**config.mk**
```make
export PLATFORM = sky130hd
export DESIGN_NAME = mem_access_unit
export DESIGN_NICKNAME = d
export VERILOG_FILES = /design/src/rtl/mem_access_unit.sv
export SDC_FILE = /design/constraint.sdc
export NUM_CORES = 1
export LEC_CHECK = 0
export CAP_MARGIN = 20
export CORE_MARGIN = 3
export CORE_UTILIZATION = 46
export CTS_CLUSTER_SIZE = 30
export DETAILED_ROUTE_END_ITERATION = 7
export PLACE_DENSITY = 0.87
export SYNTH_ARGS = -nofsm -noshare
export SYNTH_HDL_FRONTEND = slang
export SYNTH_SLANG_ARGS = --single-unit
```
**constraint.sdc**
```tcl
create_clock -name clk -period 3 [get_ports clk]
set_input_delay 0.6 -clock clk [delete_from_list [all_inputs] [get_ports clk]]
set_output_delay 0.6 -clock clk [all_outputs]
set_load 0.02 [all_outputs]
```
**src/rtl/mem_access_unit.sv**
```systemverilog
// Memory-stage load/store unit: issues one request/ready transaction per access,
// formats load data for MEM/WB and stalls the upstream pipeline while busy.
module mem_access_unit #(
   parameter int ADDR_W = 32
) (
   input  logic              clk,
   input  logic              reset,
   input  logic              mem_read_in,
   input  logic              mem_write_in,
   input  logic [2:0]        funct3_in,
   input  logic [31:0]       addr_in,
   input  logic [31:0]       store_data_in,
   output logic              dmem_req,
   output logic              dmem_we,
   output logic [ADDR_W-1:0] dmem_addr,
   output logic [31:0]       dmem_wdata,
   output logic [3:0]        dmem_wstrb,
   input  logic              dmem_ready,
   input  logic [31:0]       dmem_rdata,
   output logic [31:0]       load_data_out,
   output logic              stall_out,
   output logic              misaligned_out
);

   typedef enum logic [1:0] {IDLE, BUSY, DONE} state_t;

   state_t            state, state_n;
   logic              access;
   logic              req_p0, we_p0;
   logic [ADDR_W-1:0] addr_p0;
   logic [31:0]       wdata_p0, load_p0;
   logic [3:0]        wstrb_p0;

   function automatic logic [31:0] store_lanes(input logic [1:0] size, input logic [31:0] d);
      case (size)
         2'b00:   return {4{d[7:0]}};
         2'b01:   return {2{d[15:0]}};
         default: return d;
      endcase
   endfunction

   function automatic logic [3:0] store_strobes(input logic [1:0] size, input logic [1:0] lane);
      case (size)
         2'b00:   return 4'b0001 << lane;
         2'b01:   return 4'b0011 << lane;
         default: return 4'b1111;
      endcase
   endfunction

   function automatic logic [31:0] load_format(input logic [2:0] f3, input logic [1:0] lane,
                                               input logic [31:0] w);
      logic signed [7:0]  b;
      logic signed [15:0] h;
      logic signed [31:0] r;
      b = w[{lane, 3'b000} +: 8];
      h = lane[1] ? w[31:16] : w[15:0];
      case (f3)
         3'b000:  r = 32'(b);
         3'b001:  r = 32'(h);
         3'b100:  r = {24'd0, b};
         3'b101:  r = {16'd0, h};
         default: r = w;
      endcase
      return r;
   endfunction

   always_comb begin
      misaligned_out = 1'b0;
      if (mem_read_in || mem_write_in) begin
         if (funct3_in[1:0] == 2'b01)      misaligned_out = addr_in[0];
         else if (funct3_in[1:0] == 2'b10) misaligned_out = (addr_in[1:0] != 2'b00);
      end
   end

   assign access    = (mem_read_in || mem_write_in) && !misaligned_out;
   assign stall_out = ((state == IDLE) && access) || (state == BUSY);

   always_comb begin
      state_n  = state;
      req_p0   = dmem_req;
      we_p0    = dmem_we;
      addr_p0  = dmem_addr;
      wdata_p0 = dmem_wdata;
      wstrb_p0 = dmem_wstrb;
      load_p0  = load_data_out;
      case (state)
         IDLE: if (access) begin
            state_n  = BUSY;
            req_p0   = 1'b1;
            we_p0    = mem_write_in;
            addr_p0  = {addr_in[ADDR_W-1:2], 2'b00};
            wdata_p0 = store_lanes(funct3_in[1:0], store_data_in);
            wstrb_p0 = mem_write_in ? store_strobes(funct3_in[1:0], addr_in[1:0]) : 4'b0000;
         end
         // The EX/MEM slot is frozen by stall_out, so funct3/addr are still this access.
         BUSY: if (dmem_ready) begin
            state_n  = DONE;
            req_p0   = 1'b0;
            we_p0    = 1'b0;
            wstrb_p0 = 4'b0000;
            if (!dmem_we) load_p0 = load_format(funct3_in, addr_in[1:0], dmem_rdata);
         end
         DONE:    state_n = IDLE;
         default: state_n = IDLE;
      endcase
   end

   // Stage boundary: memory port and MEM/WB load result registers
   always_ff @(posedge clk) begin
      if (reset) begin
         state         <= IDLE;
         dmem_req      <= 1'b0;
         dmem_we       <= 1'b0;
         dmem_addr     <= '0;
         dmem_wdata    <= '0;
         dmem_wstrb    <= '0;
         load_data_out <= '0;
      end else begin
         state         <= state_n;
         dmem_req      <= req_p0;
         dmem_we       <= we_p0;
         dmem_addr     <= addr_p0;
         dmem_wdata    <= wdata_p0;
         dmem_wstrb    <= wstrb_p0;
         load_data_out <= load_p0;
      end
   end

endmodule

```
==> flow_metrics.tcl <==
set metrics [dict create \
    r2r-start "state[0]" \
    io_pins 208 \
    hp-class "reg -> reg" \
    synth_top_family_by_area "compound AO/OA/AOI/OAI gates" \
    vdd_drop_max_v 0.000315 \
    synth_cell_types 41 \
    vias_per_cell 5.79 \
    ant_nets 0 \
    instances_no_fill 886 \
    fp-row-count 36 \
    switching_share_pct 32.5 \
    crit_path_start "addr_in[0]" \
    async_reset_ff_share_pct 0 \
    synth-simple-area-share_pct 15.5 \
    place_inst 869 \
    dp_hpwl_microns 11600 \
    finalCritPeriodShare_pct 93.1 \
    drt-initial-drc-count 512 \
    worstPathMaxFanout 6 \
    numCtsBuffers 9 \
    tns_ns 0 \
    syn_to_final_growth_pct 49.6 \
    drv_cap 0 \
    gp_congestion 0.888 \
    crit_chain "clkdlybuf4s50_1 -> nand2_1 -> o22ai_4 -> nor2_4 -> or2_2 -> dlygate4sd2_1" \
    cp_num_cells 6 \
    reg2reg_to "load_data_out[13]" \
    cts_hold_buf 0 \
    cts_tree "done" \
    critPathSlowestCell "clkdlybuf4s50_1" \
    synthMuxAreaShare_pct 5.60 \
    synth_ff_type "dfxtp_1" \
    startpoint_type "primary input" \
    portBuffers 205 \
    r2r_cells 4 \
    synth_edf_count 0 \
    clk_pin_slew_ns 0.10 \
    fillers 748 \
    wl_microns 16000 \
    grt_remaining_overflow 0 \
    rsz0062_at_grt "false" \
    finalSetupViolations 0 \
    hold_viol_final 0 \
    crit_family "buffers and inverters" \
    crit_type "in -> out" \
    cts_setup_buffers 0 \
    ys_seq_area_share_pct 43.3 \
    path_buf_inv 2 \
    start_util_pct 47.8 \
    crit_end "stall_out" \
    synth_compound_area_share_pct 29.3 \
    nets 852 \
    clkLatencyLatePin_ns 0.36 \
    antennaDiodeCount 0 \
    synth_xor_xnor_area_share_pct 0 \
    p_clk_share_pct 24.1 \
    rrSetupSlack_ns 1.32 \
    endpoint_kind "primary output" \
    syn_inst 569 \
    grt_max_degree 66 \
    cts_htree_levels 3 \
    post-route-min-period_ns 2.79 \
    register_area_sq_um 2040 \
    root_buffer "clkbuf_8" \
    multi_input_area_sq_um 2410 \
    p_switching_mw 1.10 \
    relSlewSlack_pct 53.1 \
    die_w_microns 107 \
    grt_antenna_before_repair 0 \
    ys_warn_count 0 \
    syn-cell-area_sq_um 4710 \
    power_density_nw_per_um2 478 \
    syn_area_per_cell_sq_um 8.28 \
    post_drt_wl_per_cell_microns 18.1 \
    first_global_vias 5065 \
    ys_ff_latch 102 \
    p_leak_nw 2.51 \
    grt_use_total_pct 26.7 \
    cts_num_sinks 102 \
    fp.dieH_microns 107 \
    drcViolationCount 0 \
    grt_pass1_wl_microns 25100 \
    p_int_mw 2.27 \
    synthAdderAreaFrac_pct 0 \
    dr.pass1.iters 5 \
    fp.coreArea_sq_um 9860 \
    clockBufferDepth 2 \
    status "finished, final reports clean" \
    seqPwrFrac_pct 45.5 \
    fin_skew_ns 0.0156 \
    die_area_sq_um 11500 \
    worstPathRequired_ns 2.40 \
    p_comb_share_pct 30.4 \
    fmax_mhz 358 \
    drive_gt1_share_pct 8.23 \
    maxSlewViolCount 0 \
    worst_slew_pin_slew_ns 0.699 \
    arrival_ns 2.19 \
    crit_path_max_incr_delay_ns 0.57 \
    vias 5127 \
    utilization_pct 71.4 \
]
[sequential cells by signal, summed over array words and instances (netlist names)]
signal,count
state,2
dmem_wdata,32
dmem_we,1
load_data_out,32
dmem_addr,30
dmem_req,1
dmem_wstrb,4
[cell usage after synthesis (2+ instances only)]
cell type	n	area, sq um
a211oi_1	22	165
nand2b_1	2	12.5
mux2i_1	25	250
o211ai_1	4	30.0
nor2b_1	3	18.8
a311oi_1	8	70.1
nand3b_1	10	75.1
nand2_1	54	203
a211oi_2	10	125
o21ai_0	80	400
nand3_1	47	235
buf_6	2	22.5
buf_1	2	7.51
nor3_1	5	25.0
inv_1	4	15.0
a21oi_1	73	365
nor2_1	27	101
clkbuf_1	32	120
a211o_1	7	61.3
buf_2	21	105
o2111ai_1	8	70.1
buf_4	3	22.5
dfxtp_1	102	2040
[final cells by class]
type / count / share of cell area [%]
sequential: 102 / 29.0
clock buffer: 10 / 1.95
inverter: 4 / 0.213
clock inverter: 6 / 0.657
multi-input combinational: 404 / 34.2
tap: 133 / 2.36
timing repair buffer: 227 / 31.7
[metrics by stage]
stage	power, mW	hold WS, ns	setup slack (ns)	area, sq um
3_3_place_gp	2.55	0.449	0.0132	6850
4_1_cts	3.37	0.473	0.0157	7030
3_5_place_dp	2.58	0.459	-0.0473	6850
6_report	3.37	0.472	0.206	7050
2_1_floorplan	2.08	0.533	0.671	4720
5_1_grt	3.52	0.489	0.108	7050
[power by group through the flow]
stage	Combinational (mW)	Clock (mW)	Sequential, mW
CTS	1.02	0.823	1.53
global route	1.10	0.881	1.55
finish	1.02	0.813	1.53
detailed placement	1.02	0	1.56
floorplan	0.389	0	1.69
global placement	0.994	0	1.56
[cell families (layout without fill, tap and decap cells)]
logic type,after synthesis,count (layout)
muxes,26,26
DFF,102,102
other,1,2
and+or+nand+nor,155,155
AOI/OAI and AO/OA,221,221
buffers and inverters,64,247
[repair_timing]
item                                    CTS  global route
hold endpoints to repair                  0             0
gates resized for setup                   1             1
endpoints found under the setup margin    1             1
pin swaps                                 0             0
[routing by layer]
layer	track usage [%]	vias up	wire length, microns
met3	5.84	51	1160
li1	-	2420	-
met5	0	-	0
met4	12.0	0	632
met2	44.3	238	7880
met1	33.3	2418	6330
[worst reg2reg max path, stage by stage (launching register included)]
cell      delay [ns]
dfxtp_1         0.40
nor4bb_4        0.34
nand2_1         0.09
o31ai_2         0.59
a211oi_1        0.12
[how the worst min path moves through the flow]
stage                     startpoint               end  slack, ns  depth (start not counted)
global route        load_data_out[0]  load_data_out[0]       0.49                          2
finish              load_data_out[3]  load_data_out[3]       0.47                          2
global placement    load_data_out[3]  load_data_out[3]       0.45                          2
floorplan                   dmem_req          dmem_req       0.53                          2
CTS                 load_data_out[3]  load_data_out[3]       0.47                          2
detailed placement  load_data_out[2]  load_data_out[2]       0.46                          2
[cells in the final DEF, fill, tap and decap left out, types with 2 or more instances in the layout]
cell,netlist,routed
clkdlybuf4s50_1,0,201
dfxtp_1,102,102
o21ai_0,80,80
a21oi_1,73,73
nand2_1,54,54
nand3_1,47,47
nor2_1,27,27
mux2i_1,25,25
a211oi_1,22,22
buf_4,3,21
nand3b_1,10,10
a211oi_2,10,10
clkbuf_8,0,10
o2111ai_1,8,8
a311oi_1,8,8
a211o_1,7,7
nor3_1,5,4
inv_1,4,4
o211ai_1,4,4
nor2b_1,3,3
nand2b_1,2,2
conb_1,1,2
clkinv_4,0,2
clkinvlp_4,0,2
Note: power is estimated with default switching activity, not from simulation.
